`src/rtl/ball_physics_pkg.sv`:
```
// Shared game constants for the paddle game: screen geometry, ball home position
// and the state encoding that the renderer also reads.
package ball_physics_pkg;

    localparam int SCREEN_W = 96;
    localparam int SCREEN_H = 64;
    localparam int CENTRE_X = 48;
    localparam int CENTRE_Y = 32;

    localparam logic [1:0] ST_IDLE = 2'd0;
    localparam logic [1:0] ST_PLAY = 2'd1;
    localparam logic [1:0] ST_MISS = 2'd2;
    localparam logic [1:0] ST_OVER = 2'd3;

    typedef enum logic [1:0] {
        IDLE = ST_IDLE,
        PLAY = ST_PLAY,
        MISS = ST_MISS,
        OVER = ST_OVER
    } state_t;

    // One unit step along an axis; neg selects the decrementing direction.
    function automatic logic [6:0] step_x(input logic [6:0] p, input logic neg);
        return neg ? p - 7'd1 : p + 7'd1;
    endfunction

    function automatic logic [5:0] step_y(input logic [5:0] p, input logic neg);
        return neg ? p - 6'd1 : p + 6'd1;
    endfunction

endpackage

```
`src/rtl/ball_physics_if.sv`:
```
// Game-step strobes, bar bounds in, and ball/score status out.
interface ball_physics_if;
    import ball_physics_pkg::*;

    logic       tick;
    logic       start;
    logic [6:0] x_left;
    logic [6:0] x_right;
    logic [6:0] ball_x;
    logic [5:0] ball_y;
    logic [7:0] score;
    logic [1:0] lives;
    logic       hit;
    logic       game_over;

    modport master (
        output tick, start, x_left, x_right,
        input  ball_x, ball_y, score, lives, hit, game_over
    );

    modport slave (
        input  tick, start, x_left, x_right,
        output ball_x, ball_y, score, lives, hit, game_over
    );

endinterface

```
`src/rtl/ball_physics.sv`:
```
// Single-ball bounce engine: moves one step per tick, reflects off walls and the
// bar, counts hits and lives, and holds the ball parked between lives.
module ball_physics
    import ball_physics_pkg::*;
#(
    parameter int BAR_Y       = 58,
    parameter int START_LIVES = 3,
    parameter int MISS_TICKS  = 32
) (
    input  logic          clk,
    input  logic          reset,
    ball_physics_if.slave bus
);

    localparam logic [6:0] HOME_X   = 7'(CENTRE_X);
    localparam logic [5:0] HOME_Y   = 6'(CENTRE_Y);
    localparam logic [6:0] RIGHT_X  = 7'(SCREEN_W - 1);
    localparam logic [5:0] BOTTOM_Y = 6'(SCREEN_H - 1);
    localparam logic [5:0] ABOVE_Y  = 6'(BAR_Y - 1);
    localparam logic [1:0] LIVES0   = 2'(START_LIVES);
    localparam logic [7:0] MISS_END = 8'(MISS_TICKS - 1);

    state_t     state;
    logic [6:0] ball_x;
    logic [5:0] ball_y;
    logic       dx_neg, dy_neg;
    logic [7:0] score;
    logic [1:0] lives;
    logic       hit, game_over;
    logic [7:0] miss_cnt;

    logic       ndx_neg, ndy_neg, bar_hit;

    // Reflections resolve on the pre-move position, so the step uses the new direction.
    always_comb begin
        ndx_neg = dx_neg;
        if (ball_x == 7'd0 && dx_neg)
            ndx_neg = 1'b0;
        else if (ball_x == RIGHT_X && !dx_neg)
            ndx_neg = 1'b1;

        bar_hit = (ball_y == ABOVE_Y) && !dy_neg &&
                  (ball_x >= bus.x_left) && (ball_x <= bus.x_right);
        ndy_neg = dy_neg;
        if (ball_y == 6'd0 && dy_neg)
            ndy_neg = 1'b0;
        else if (bar_hit)
            ndy_neg = 1'b1;
    end

    always_ff @(posedge clk) begin
        if (reset) begin
            state     <= IDLE;
            ball_x    <= HOME_X;
            ball_y    <= HOME_Y;
            dx_neg    <= 1'b0;
            dy_neg    <= 1'b0;
            score     <= 8'd0;
            lives     <= LIVES0;
            hit       <= 1'b0;
            game_over <= 1'b0;
            miss_cnt  <= 8'd0;
        end else begin
            hit <= 1'b0;
            case (state)
                IDLE: if (bus.start) begin
                    state  <= PLAY;
                    dx_neg <= 1'b0;
                    dy_neg <= 1'b0;
                end
                PLAY: if (bus.tick) begin
                    if (ball_y == BOTTOM_Y) begin
                        lives    <= lives - 2'd1;
                        ball_x   <= HOME_X;
                        ball_y   <= HOME_Y;
                        miss_cnt <= 8'd0;
                        if (lives == 2'd1) begin
                            state     <= OVER;
                            game_over <= 1'b1;
                        end else begin
                            state <= MISS;
                        end
                    end else begin
                        dx_neg <= ndx_neg;
                        dy_neg <= ndy_neg;
                        ball_x <= step_x(ball_x, ndx_neg);
                        ball_y <= step_y(ball_y, ndy_neg);
                        if (bar_hit) begin
                            hit <= 1'b1;
                            if (score != 8'hFF)
                                score <= score + 8'd1;
                        end
                    end
                end
                MISS: if (bus.tick) begin
                    if (miss_cnt == MISS_END) begin
                        state  <= PLAY;
                        dy_neg <= 1'b0;
                    end else begin
                        miss_cnt <= miss_cnt + 8'd1;
                    end
                end
                OVER: if (bus.start) begin
                    state     <= PLAY;
                    score     <= 8'd0;
                    lives     <= LIVES0;
                    game_over <= 1'b0;
                    ball_x    <= HOME_X;
                    ball_y    <= HOME_Y;
                    dx_neg    <= 1'b0;
                    dy_neg    <= 1'b0;
                end
                default: state <= IDLE;
            endcase
        end
    end

    assign bus.ball_x    = ball_x;
    assign bus.ball_y    = ball_y;
    assign bus.score     = score;
    assign bus.lives     = lives;
    assign bus.hit       = hit;
    assign bus.game_over = game_over;

endmodule

```
`src/flat_wrapper.sv`:
```
// flat-port wrapper written by rule: the top's interface ports become plain ports
module ball_physics_flat import ball_physics_pkg::*;
#(
    parameter int BAR_Y       = 58,
    parameter int START_LIVES = 3,
    parameter int MISS_TICKS  = 32
)
  (clk, reset, bus_tick, bus_start, bus_x_left, bus_x_right, bus_ball_x, bus_ball_y, bus_score, bus_lives, bus_hit, bus_game_over);
  ball_physics_if bus_i ();
  input  logic clk;
  input  logic reset;
  input wire logic [$bits(bus_i.tick)-1:0] bus_tick;
  input wire logic [$bits(bus_i.start)-1:0] bus_start;
  input wire logic [$bits(bus_i.x_left)-1:0] bus_x_left;
  input wire logic [$bits(bus_i.x_right)-1:0] bus_x_right;
  output wire logic [$bits(bus_i.ball_x)-1:0] bus_ball_x;
  output wire logic [$bits(bus_i.ball_y)-1:0] bus_ball_y;
  output wire logic [$bits(bus_i.score)-1:0] bus_score;
  output wire logic [$bits(bus_i.lives)-1:0] bus_lives;
  output wire logic [$bits(bus_i.hit)-1:0] bus_hit;
  output wire logic [$bits(bus_i.game_over)-1:0] bus_game_over;
  assign bus_i.tick = bus_tick;
  assign bus_i.start = bus_start;
  assign bus_i.x_left = bus_x_left;
  assign bus_i.x_right = bus_x_right;
  assign bus_ball_x = bus_i.ball_x;
  assign bus_ball_y = bus_i.ball_y;
  assign bus_score = bus_i.score;
  assign bus_lives = bus_i.lives;
  assign bus_hit = bus_i.hit;
  assign bus_game_over = bus_i.game_over;
  ball_physics #(.BAR_Y(BAR_Y), .START_LIVES(START_LIVES), .MISS_TICKS(MISS_TICKS)) u_core (.clk(clk), .reset(reset), .bus(bus_i));
endmodule
```
`config.mk`:
```
export PLATFORM = sky130hd
export DESIGN_NAME = ball_physics_flat
export DESIGN_NICKNAME = d
export VERILOG_FILES = /design/src/rtl/ball_physics_pkg.sv /design/src/rtl/ball_physics_if.sv /design/src/rtl/ball_physics.sv /design/src/flat_wrapper.sv
export SDC_FILE = /design/constraint.sdc
export NUM_CORES = 1
export LEC_CHECK = 0
export ABC_AREA = 0
export CAP_MARGIN = 20
export CORE_ASPECT_RATIO = 1.1
export CORE_MARGIN = 2
export CORE_UTILIZATION = 30
export DETAILED_ROUTE_END_ITERATION = 8
export SLEW_MARGIN = 20
export SYNTH_ARGS = -nofsm -noshare
export SYNTH_HDL_FRONTEND = slang
export SYNTH_SLANG_ARGS = --single-unit
```
`constraint.sdc`:
```
create_clock -name clk -period 3.2 [get_ports clk]
set_input_delay 0.64 -clock clk [delete_from_list [all_inputs] [get_ports clk]]
set_output_delay 0.64 -clock clk [all_outputs]
set_load 0.005 [all_outputs]
```
==> flow_summary_export.csv, run 1 <==
group,metric,value,unit
grt,met1_global_route_usage,0.2031,
timing,setup-tns-final,0,ns
clocking,htree_num_levels,2,
grt,antenna_found_initial,0,
layout,antennaDiodeCount,0,
drt,drtAntennaViolNets,0,
layout,flow.area_growth_from_synthesis,40.44,%
logic_synthesis,synthCells,324,
grt,grt_util_all_layers,0.1574,
setup_path,reg2reg_from,"u_core.bus.ball_y[3]",
clocking,clkTransAtPathRegs,0.08,ns
grt,grt_pass1_vias,2573,
logic_synthesis,ys_types,50,
floorplanning,die_area,9489,µm²
logic_synthesis,syn_area_per_cell,8.079,µm²
logic_synthesis,yosys_warnings,0,
run_status,run_status,"finished, final reports clean",
pwr,power_density_of_the_placed_cells,291.3,nW/µm²
setup_path,critical_path.startpoint_type,"primary input",
setup_path,worstSetupEndpointType,"flip-flop",
logic_synthesis,dominant_combinational_cell_family_by_area_after_synthesis,"compound AO/OA/AOI/OAI gates",
logic_synthesis,post_synth_xor_area_fraction,0.03681,
clocking,clock_path_buffers,2,
pwr,power.ir.vdd_worst,181.8,µV
floorplanning,initial_core_util,0.3113,
timing,setup-violations-final,0,
logic_synthesis,ys_ff_latch,37,
grt,gr-usage-met2,0.2659,
clocking,clock-sinks,37,
drt,initialDrtViolationCount,66,
logic_synthesis,synth-adder-area-share,0.1539,
logic_synthesis,yosysSeqAreaShare,0.2830,
drt,drc_errors,0,
timing,final_clock_period_utilization_by_the_worst_path,0.9694,
grt,first_pass_grt_wire_length,12.12,mm
job,timing.max_cap.violations,0,
logic_synthesis,asyncSetResetFlopFracSynth,0,
floorplanning,die_boundary_width,93.06,µm
grt,globalRouteOverflowTotal,0,
logic_synthesis,synthesis.nets,373,
drt,router_iterations_before_antenna_repair,4,
floorplanning,top_level_ports,43,
setup_path,critical_path.max_fanout,6,
drt,post_drt_wl_per_cell,14.43,µm
timing,fmax,322.4,MHz
min_path,min-delay-path-class,"reg2reg",
layout,finalNetCount,437,
min_path,hold_path_startpoint,"u_core.miss_cnt[2]",
grt,grt.busiest_layer,"met2",
setup_path,cp-startpoint,"bus_x_right[4]",
grt,globalRouteMet3Util,0.03245,
clocking,cts_inserted_buffers,5,
timing,final_period_minus_worst_setup_slack,3.102,ns
pwr,power.leakage,1.433,nW
setup_path,worstPathArrival,3.26,ns
logic_synthesis,synth_simple_gate_area_share,0.2185,
timing,clock-skew-final,0.008962,ns
logic_synthesis,number_of_synthesized_flops_with_an_enable_pin,0,
drt,routed_via_density,5.234,
clocking,clkLatencyLatePin,0.29,ns
placed_design,dp.final_hpwl,5.116,mm
drt,vias,2617,
placed_design,place.gp.congestion,0.8001,
timing,final_hold_viol_count,0,
clocking,cell_chosen_for_the_clock_root,"sky130_fd_sc_hd__clkbuf_8",
setup_path,worstPathRequired,3.36,ns
logic_synthesis,yosys_most_used_dff,"sky130_fd_sc_hd__dfxtp_1",
clocking,number_of_hold_buffers_added_after_cts,0,
timing,slew_viol_final,0,
pwr,post-layout-total-power,1.071,mW
logic_synthesis,syn_area,2618,µm²
logic_synthesis,synth.area.mux_share,0.02008,
timing,timing_worst_slew_pin_value,0.7348,ns
floorplanning,core_area,8408,µm²
logic_synthesis,synth-compound-area-share,0.2280,
timing,max_slew_margin,0.5059,
layout,post_route_cells_drive_above_1_share,0.2108,
grt,grt_start_max_net_pins,21,
floorplanning,die_h,102.0,µm
floorplanning,core.rowCount,35,
setup_path,crit_type,"in2reg",
drt,postRouteWirelength,7.216,mm
clocking,tritoncts,"done",
placed_design,placement.io_buffers,42,
[stage by stage]
stage	instance area (µm²)	worst slack, ns	std cells	hold WS (ns)	utilization
2_1_floorplan	2631	0.003469	324	0.4714	-
3_3_place_gp	3332	-0.5749	489	0.4862	0.3963
3_5_place_dp	3332	-0.6903	489	0.5002	0.3963
4_1_cts	3578	0.01602	498	0.5147	0.4256
5_1_grt	3676	-0.01532	500	0.5396	0.4372
6_report	3676	0.09801	500	0.5104	0.4372
[final timing paths]
check / end / cells past startpoint / slack, ns
worst max-delay path: u_core.bus.ball_y[5] / 14 / 0.1
worst min-delay path: u_core.miss_cnt[2] / 2 / 0.51
worst min register to register: u_core.miss_cnt[2] / 2 / 0.51
worst max register to register: u_core.bus.ball_y[5] / 10 / 0.13
[worst max-delay path, cell delays in order]
cell	delay (ns)
sky130_fd_sc_hd__clkdlybuf4s15_1	0.18
sky130_fd_sc_hd__inv_2	0.06
sky130_fd_sc_hd__ha_4	0.19
sky130_fd_sc_hd__a211oi_2	0.17
sky130_fd_sc_hd__o21bai_1	0.10
sky130_fd_sc_hd__o22a_2	0.23
sky130_fd_sc_hd__o31ai_4	0.43
sky130_fd_sc_hd__buf_4	0.20
sky130_fd_sc_hd__ha_4	0.18
sky130_fd_sc_hd__nand3_4	0.08
sky130_fd_sc_hd__o2111ai_4	0.22
sky130_fd_sc_hd__mux2_2	0.37
sky130_fd_sc_hd__nor3_2	0.11
sky130_fd_sc_hd__o41ai_1	0.09
[cells in the mapped netlist (3+ instances only)]
master,count,area share
sky130_fd_sc_hd__mux2i_1,3,0.011
sky130_fd_sc_hd__dfxtp_1,37,0.28
sky130_fd_sc_hd__xnor2_1,9,0.030
sky130_fd_sc_hd__clkbuf_1,11,0.016
sky130_fd_sc_hd__o21ai_0,12,0.023
sky130_fd_sc_hd__a21oi_1,31,0.059
sky130_fd_sc_hd__nand4_1,3,0.0072
sky130_fd_sc_hd__nand2_1,24,0.034
sky130_fd_sc_hd__nor2_1,24,0.034
sky130_fd_sc_hd__and3_1,4,0.0096
sky130_fd_sc_hd__or4_1,3,0.0086
sky130_fd_sc_hd__o211ai_1,5,0.014
sky130_fd_sc_hd__nor3_1,13,0.025
sky130_fd_sc_hd__or3_1,4,0.0096
sky130_fd_sc_hd__nand3_1,14,0.027
sky130_fd_sc_hd__a22oi_1,3,0.0086
sky130_fd_sc_hd__a32o_1,6,0.023
sky130_fd_sc_hd__a211oi_1,5,0.014
sky130_fd_sc_hd__o31ai_1,4,0.011
sky130_fd_sc_hd__a21o_1,3,0.0086
sky130_fd_sc_hd__nor2b_1,5,0.012
sky130_fd_sc_hd__ha_1,29,0.14
sky130_fd_sc_hd__nor3b_1,7,0.020
sky130_fd_sc_hd__inv_1,28,0.040
sky130_fd_sc_hd__o21bai_1,3,0.0086
[area by class of cell]
cell class              instances  area (µm²)
flip-flops and latches         37       743.2
inverters                      28       105.1
repair buffers                 70       618.1
clock buffers                   5       68.82
multi-input cells             246        1984
clock inverters                 3       17.52
fillers                       832        4732
well taps                     111       138.9
[cell usage in the layout (no fill, tap or decap), types with 7 or more instances in the layout]
cell	instances
sky130_fd_sc_hd__xnor2_1	9
sky130_fd_sc_hd__buf_4	28
sky130_fd_sc_hd__nand2_1	22
sky130_fd_sc_hd__dlygate4sd2_1	12
sky130_fd_sc_hd__a21oi_1	28
sky130_fd_sc_hd__o21ai_0	8
sky130_fd_sc_hd__ha_1	18
sky130_fd_sc_hd__nor3_1	12
sky130_fd_sc_hd__nor2_1	23
sky130_fd_sc_hd__inv_2	8
sky130_fd_sc_hd__ha_4	11
sky130_fd_sc_hd__nor3b_1	7
sky130_fd_sc_hd__nand3_1	12
sky130_fd_sc_hd__inv_1	20
sky130_fd_sc_hd__dfxtp_1	35
sky130_fd_sc_hd__clkdlybuf4s50_1	28
[flip-flops by register name (all words and copies together) (netlist names)]
name and flops:
u_core.bus.ball_y 6, u_core.dy_neg 1, u_core.state 2, u_core.bus.game_over 1, u_core.bus.ball_x 7, u_core.bus.lives 2
u_core.bus.hit 1, u_core.bus.score 8, u_core.miss_cnt 8, u_core.dx_neg 1
[layer usage]
layer	routed length (µm)	share of wire
met1	3331	0.46
met3	361	0.050
met2	3417	0.47
met5	0	0
met4	106	0.015
[what timing repair did]
| action | 4_1_cts | 5_1_grt |
|---|---|---|
| gates resized for setup | 46 | 17 |
| pin swaps | 24 | 10 |
| buffers inserted | 1 | 2 |
| setup endpoints to repair | 3 | 3 |
[logic make-up after synthesis]
family | after synthesis
adder cells (fa/ha/maj) | 31
AO/OA/AOI/OAI | 88
AND/OR/NAND/NOR | 111
XOR/XNOR | 11
flip-flops | 37
multiplexers | 5
buffers and inverters | 41
[power by group]
part,internal (mW),switching (mW)
sequential,0.474,0.0194
combinational,0.111,0.132
clock,0.151,0.184
total,0.736,0.335
Note: power is estimated with default switching activity, not from simulation.
==> inputs of run 2 (changes only) <==
CORE_UTILIZATION = 47   (was 30)
MAX_ROUTING_LAYER = met4   (was unset)
PLACE_DENSITY = 0.75   (was unset)
==> flow_summary_export.csv, run 2 (synthesis gave the netlist of run 1 again) <==
group,metric,value,unit
grt,grt_pass1_vias,2412,
floorplanning,initial_core_util,0.4852,
grt,first_pass_grt_wire_length,10.85,mm
clocking,htree_num_levels,2,
setup_path,timing.rr.end,"u_core.bus.ball_y[5]",
timing,fmax,313.0,MHz
timing,timing_worst_slew_pin_value,0.7322,ns
pwr,power_frac_seq,0.417,
placed_design,placed_cells,450,
pwr,power.ir.vdd_worst,353.2,µV
grt,gr-usage-met2,0.4307,
setup_path,crit_type,"in2reg",
min_path,min-delay-path-class,"reg2reg",
timing,max_slew_margin,0.5077,
pwr,p_sw,0.3304,mW
placed_design,place.gp.congestion,0.9076,
timing,final_period_minus_worst_setup_slack,3.195,ns
layout,final_design_area_no_fill,3715,µm²
setup_path,path_cells,"clkdlybuf4s50_1 -> ha_1 -> nand3_1 -> o22a_1 -> o31ai_4 -> buf_4 -> ha_4 -> a21oi_4 -> o2111ai_4 -> mux2_4 -> nor3_2 -> o41ai_2",
grt,globalRouteMet3Util,0.03519,
clocking,tritoncts,"done",
layout,seq_area,740.7,µm²
timing,setup-violations-final,0,
min_path,hold_path_startpoint,"u_core.miss_cnt[7]",
layout,biggestRegsByFlops,"u_core.bus.score x8, u_core.miss_cnt x8, u_core.bus.ball_x x7",
run_status,run_status,"finished, final reports clean",
floorplanning,core.rowCount,28,
timing,clock-skew-final,0.008931,ns
clocking,clock_path_buffers,2,
layout,post_route_cells_drive_above_1_share,0.2117,
floorplanning,die_h,82.27,µm
pwr,power.leakage,1.502,nW
clocking,clkTransAtPathRegs,0.08,ns
floorplanning,die_area,6183,µm²
job,timing.max_cap.violations,0,
layout,multi_input_comb_area,1984,µm²
setup_path,critical-path-slowest-cell,"sky130_fd_sc_hd__clkdlybuf4s50_1",
clocking,clock-sinks,37,
timing,setup_repair_after_global_routing_missed_its_margin,"true",
layout,antennaDiodeCount,0,
pwr,switching_share,0.2799,
layout,finalNetCount,440,
layout,fill_cells,434,
setup_path,critPathMaxStageDelay,0.41,ns
pwr,power_density_of_the_placed_cells,317.7,nW/µm²
drt,drtAntennaViolNets,0,
placed_design,placedInstanceArea,3264,µm²
timing,postLayoutSetupSlackWorst,0.005208,ns
layout,final_common_cell,"sky130_fd_sc_hd__dfxtp_1",
pwr,p_int,0.8498,mW
grt,antenna_found_initial,0,
setup_path,critical_path.startpoint_type,"primary input",
clocking,clkLatencyLatePin,0.29,ns
floorplanning,die_boundary_width,75.16,µm
setup_path,worstPathArrival,3.38,ns
drt,routed_via_density,5.657,
grt,globalRouteOverflowTotal,0,
clocking,cts_inserted_buffers,5,
drt,router_iterations_before_antenna_repair,4,
grt,grt.busiest_layer,"met2",
timing,slew_viol_final,0,
layout,stdcell_count,467,
drt,postRouteWirelength,7.295,mm
setup_path,setup.reg_to_reg.worst_slack,0.12,ns
min_path,timing.hold.worst_path_depth,2,
clocking,cell_chosen_for_the_clock_root,"sky130_fd_sc_hd__clkbuf_8",
grt,grt_util_all_layers,0.2327,
pwr,combPwrFrac,0.218,
placed_design,dp.final_hpwl,4.875,mm
timing,final_hold_viol_count,0,
timing,setup-tns-final,0,ns
placed_design,pre_cts_slack,-0.7241,ns
drt,post_drt_wl_per_cell,15.62,µm
grt,met1_global_route_usage,0.2606,
floorplanning,core_area,5395,µm²
setup_path,critical_path.max_fanout,4,
drt,vias,2642,
grt,grt_start_max_net_pins,30,
floorplanning,top_level_ports,43,
setup_path,worstSetupEndpointType,"flip-flop",
setup_path,rr_worst_depth,12,
layout,layout.cells.most_common_list,"sky130_fd_sc_hd__dfxtp_1, sky130_fd_sc_hd__clkdlybuf4s50_1, sky130_fd_sc_hd__buf_4",
pwr,clkPwrFrac,0.364,
layout,flow.area_growth_from_synthesis,41.92,%
drt,initialDrtViolationCount,116,
timing,final_clock_period_utilization_by_the_worst_path,0.9984,
drt,drc_errors,0,
setup_path,worstPathRequired,3.39,ns
setup_path,reg2reg_from,"u_core.bus.ball_x[4]",
placed_design,placement.io_buffers,42,
min_path,min_delay_worst_endpoint,"u_core.miss_cnt[7]",
run 2: changes by cell type in the layout (fill, tap and decap cells not counted), sizes merged, moves of 2 or more:
| cell | change |
|---|---|
| dlymetal6s2s | +6 |
| buf | +3 |
| dlygate4sd2 | -12 |
| clkdlybuf4s50 | +7 |
| clkinv | -2 |
run 2: routing by layer:
layer | routed length, µm | vias up | share of wire
li1 | - | 1323 | -
met1 | 3058 | 1245 | 0.42
met2 | 3779 | 65 | 0.52
met3 | 370 | 9 | 0.051
met4 | 85 | 0 | 0.012
met5 | 0 | - | 0
run 2: metrics by stage:
stage               hold WS [ns]  total power [mW]  utilization
floorplan                 0.4714            0.6270            -
global placement          0.4864            0.7194       0.6051
detailed placement        0.5068            0.7266       0.6051
CTS                       0.5254             1.170       0.6563
global route              0.5431             1.230       0.6885
finish                    0.5308             1.180       0.6885
run 2: worst max path at each step:
stage                   start              endpoint  slack, ns  cells after the start
2_1_floorplan  bus_x_right[4]  u_core.bus.ball_y[5]      0.003                     12
3_3_place_gp   bus_x_right[4]  u_core.bus.ball_y[5]      -0.50                     13
3_5_place_dp   bus_x_right[4]  u_core.bus.ball_y[5]      -0.72                     13
4_1_cts        bus_x_right[4]  u_core.bus.ball_y[5]      0.006                     13
5_1_grt         bus_x_left[1]  u_core.bus.ball_y[5]      -0.09                     14
6_report       bus_x_right[0]  u_core.bus.ball_y[5]      0.005                     12
run 2: area by class of cell:
class,count,share of cell area
Inverter,28,0.02829
Sequential cell,37,0.1994
Tap cell,75,0.02526
Multi-Input combinational cell,246,0.5342
Timing Repair Buffer,73,0.1805
Clock inverter,2,0.01010
Clock buffer,6,0.02223
run 2: timing repair:
item,CTS,global route
buffers inserted,4,5
endpoints found under the setup margin,3,3
gates resized for setup,22,29
pin swaps,6,18
hold buffers,0,0
run 2: power by group through the flow:
stage                     clock network [mW]  logic, mW  registers [mW]
after global routing                   0.452      0.283           0.495
after floorplan                            0      0.125           0.502
after CTS                              0.437      0.242           0.491
final                                  0.430      0.258           0.493
after global placement                     0      0.220           0.500
after detailed placement                   0      0.227           0.500
run 2: critical path: cells and delay by family:
kind | cells | cell delay, ns
mux | 1 | 0.25
simple gates | 2 | 0.13
compound gates | 5 | 1.27
buf+inv | 2 | 0.59
fa+ha+maj | 2 | 0.48
==> inputs of run 3 (changes only) <==
--- a/config.mk
+++ b/config.mk
@@ -8,2 +8,3 @@
 export ABC_AREA = 0
+export ABC_CLOCK_PERIOD_IN_PS = 3200
 export CAP_MARGIN = 20
@@ -13,2 +14,3 @@
 export DETAILED_ROUTE_END_ITERATION = 8
+export GPL_TIMING_DRIVEN = 0
 export MAX_ROUTING_LAYER = met4
==> constraint.sdc (replaced) <==
create_clock -name clk -period 3.2 [get_ports clk]
set_input_delay 0.32 -clock clk [delete_from_list [all_inputs] [get_ports clk]]
set_output_delay 0.32 -clock clk [all_outputs]
set_load 0.005 [all_outputs]
==> flow_summary_export.csv, run 3 (synthesis gave the netlist of run 1 again) <==
group,metric,value,unit
run_status,run_status,"complete, but fails checks",
run_status,violations_in_the_final_reports,"negative setup slack",
setup_path,setup.reg_to_reg.worst_slack,-0.06,ns
setup_path,rr_worst_depth,11,
drt,drtAntennaViolNets,0,
setup_path,critical_path.max_fanout,6,
timing,slew_viol_final,0,
placed_design,placement.io_buffers,42,
placed_design,place.gp.congestion,0.8627,
floorplanning,core_area,5395,µm²
drt,vias,2597,
timing,final_period_minus_worst_setup_slack,3.292,ns
clocking,htree_num_levels,2,
drt,routed_via_density,5.708,
pwr,power_density_of_the_placed_cells,332.2,nW/µm²
timing,final_clock_period_utilization_by_the_worst_path,1.029,
placed_design,pre_cts_slack,-0.7572,ns
min_path,timing.hold.worst_path_depth,2,
layout,stdcell_count,455,
drt,drc_errors,0,
timing,clock-skew-final,0.008243,ns
grt,first_pass_grt_wire_length,10.87,mm
min_path,min_delay_worst_endpoint,"u_core.miss_cnt[2]",
timing,max_slew_margin,0.4740,
layout,flow.area_growth_from_synthesis,31.88,%
clocking,tritoncts,"done",
timing,final_hold_viol_count,0,
floorplanning,die_h,82.27,µm
min_path,hold_path_startpoint,"u_core.miss_cnt[2]",
layout,finalNetCount,428,
grt,globalRouteOverflowTotal,0,
drt,postRouteWirelength,6.893,mm
setup_path,critical_path.startpoint_type,"primary input",
layout,biggestRegsByFlops,"u_core.bus.score x8, u_core.miss_cnt x8, u_core.bus.ball_x x7",
pwr,power.ir.vdd_worst,222.7,µV
setup_path,reg2reg_from,"u_core.bus.ball_x[4]",
setup_path,crit_type,"in2reg",
floorplanning,top_level_ports,43,
setup_path,timing.rr.end,"u_core.bus.ball_y[5]",
layout,post_route_cells_drive_above_1_share,0.1053,
clocking,clkLatencyLatePin,0.30,ns
clocking,clock_path_buffers,2,
drt,post_drt_wl_per_cell,15.15,µm
job,timing.max_cap.violations,0,
min_path,min-delay-path-class,"reg2reg",
drt,router_iterations_before_antenna_repair,4,
layout,antennaDiodeCount,0,
clocking,clkTransAtPathRegs,0.08,ns
grt,grt_pass1_vias,2377,
layout,final_common_cell,"sky130_fd_sc_hd__clkdlybuf4s50_1",
setup_path,worstPathArrival,3.46,ns
floorplanning,die_area,6183,µm²
placed_design,placed_cells,441,
setup_path,worstSetupEndpointType,"flip-flop",
setup_path,worstPathRequired,3.36,ns
floorplanning,die_boundary_width,75.16,µm
timing,setup_repair_after_global_routing_missed_its_margin,"true",
clocking,cts_inserted_buffers,5,
timing,timing_worst_slew_pin_value,0.7890,ns
timing,setup-violations-final,2,
layout,fill_cells,466,
clocking,cell_chosen_for_the_clock_root,"sky130_fd_sc_hd__clkbuf_8",
grt,grt_util_all_layers,0.2315,
pwr,power.leakage,1.335,nW
drt,initialDrtViolationCount,114,
floorplanning,initial_core_util,0.4852,
layout,layout.cells.most_common_list,"sky130_fd_sc_hd__clkdlybuf4s50_1, sky130_fd_sc_hd__dfxtp_1, sky130_fd_sc_hd__a21oi_1",
placed_design,dp.final_hpwl,4.863,mm
timing,postLayoutSetupSlackWorst,-0.09207,ns
timing,fmax,303.8,MHz
setup_path,cp-startpoint,"bus_x_right[4]",
clocking,number_of_hold_buffers_added_after_cts,0,
grt,grt_start_max_net_pins,13,
grt,antenna_found_initial,0,
clocking,clock-sinks,37,
floorplanning,core.rowCount,28,
[run 3: cell types whose count changed in the layout (fill, tap and decap cells not counted), moves of 2 or more]
cell / delta
sky130_fd_sc_hd__a21oi_2: -5
sky130_fd_sc_hd__a21oi_1: +5
sky130_fd_sc_hd__dlymetal6s2s_1: -7
sky130_fd_sc_hd__o21ai_0: +2
sky130_fd_sc_hd__inv_1: +6
sky130_fd_sc_hd__buf_4: -25
sky130_fd_sc_hd__ha_1: +7
sky130_fd_sc_hd__clkdlybuf4s50_1: +7
sky130_fd_sc_hd__buf_2: +2
sky130_fd_sc_hd__inv_2: -6
sky130_fd_sc_hd__clkbuf_1: +11
sky130_fd_sc_hd__ha_4: -7
[run 3: layout make-up]
cell class | count | area [µm²] | share of cell area
Buffer | 13 | 51.30 | 0.01486
Inverter | 28 | 105.1 | 0.03045
Clock buffer | 6 | 82.58 | 0.02392
Multi-Input combinational cell | 246 | 1874 | 0.5430
Tap cell | 75 | 93.84 | 0.02718
Sequential cell | 37 | 742.0 | 0.2149
Timing Repair Buffer | 48 | 465.4 | 0.1348
Clock inverter | 2 | 37.54 | 0.01087
[run 3: timing repair]
action	4_1_cts	5_1_grt
setup buffers	1	5
pin swaps	3	7
gates resized for setup	7	18
setup endpoints to repair	4	2
[run 3: worst max-delay path: stages]
cell and delay, ns:
sky130_fd_sc_hd__clkdlybuf4s50_1 0.46, sky130_fd_sc_hd__inv_1 0.04, sky130_fd_sc_hd__ha_1 0.30, sky130_fd_sc_hd__a211oi_2 0.20
sky130_fd_sc_hd__o21bai_1 0.10, sky130_fd_sc_hd__o22a_2 0.25, sky130_fd_sc_hd__o31ai_4 0.53, sky130_fd_sc_hd__ha_4 0.30
sky130_fd_sc_hd__a21oi_4 0.17, sky130_fd_sc_hd__o2111ai_4 0.21, sky130_fd_sc_hd__mux2_4 0.36, sky130_fd_sc_hd__nor3_4 0.14
sky130_fd_sc_hd__o41ai_2 0.07
[run 3: per-stage QoR]
step	setup TNS (ns)	instance area (µm²)	util	hold slack, ns	power [mW]
after floorplan	0	2623	-	0.4714	0.6262
after global placement	-1.273	3137	0.5814	0.4844	0.7084
after detailed placement	-1.513	3137	0.5814	0.5052	0.7140
after CTS	-0.05125	3289	0.6097	0.5172	1.148
after global routing	-0.4286	3452	0.6398	0.5382	1.205
final	-0.09428	3452	0.6398	0.5303	1.147
[run 3: worst max path at each step]
stage                     depth (start not counted)                    to  slack (ns)
after floorplan                                  11  u_core.bus.ball_y[5]        0.16
after CTS                                        13  u_core.bus.ball_y[5]       -0.05
after global placement                           13  u_core.bus.ball_y[5]       -0.70
final                                            13  u_core.bus.ball_y[5]       -0.09
after global routing                             13  u_core.bus.ball_y[5]       -0.20
after detailed placement                         13  u_core.bus.ball_y[5]       -0.76
[run 3: metal layers]
metal / up-vias / global-route usage / part of all wire
met1: 1232 / 0.2769 / 0.45
li1: 1291 / - / -
met4: 0 / 0.08421 / 0.019
met5: - / - / 0
met2: 61 / 0.3895 / 0.49
met3: 13 / 0.04126 / 0.049
[run 3: power by group]
| group | internal (mW) | switching (mW) | total [mW] |
|---|---|---|---|
| combinational | 0.0984 | 0.119 | 0.218 |
| clock | 0.253 | 0.177 | 0.431 |
| sequential | 0.474 | 0.0240 | 0.498 |
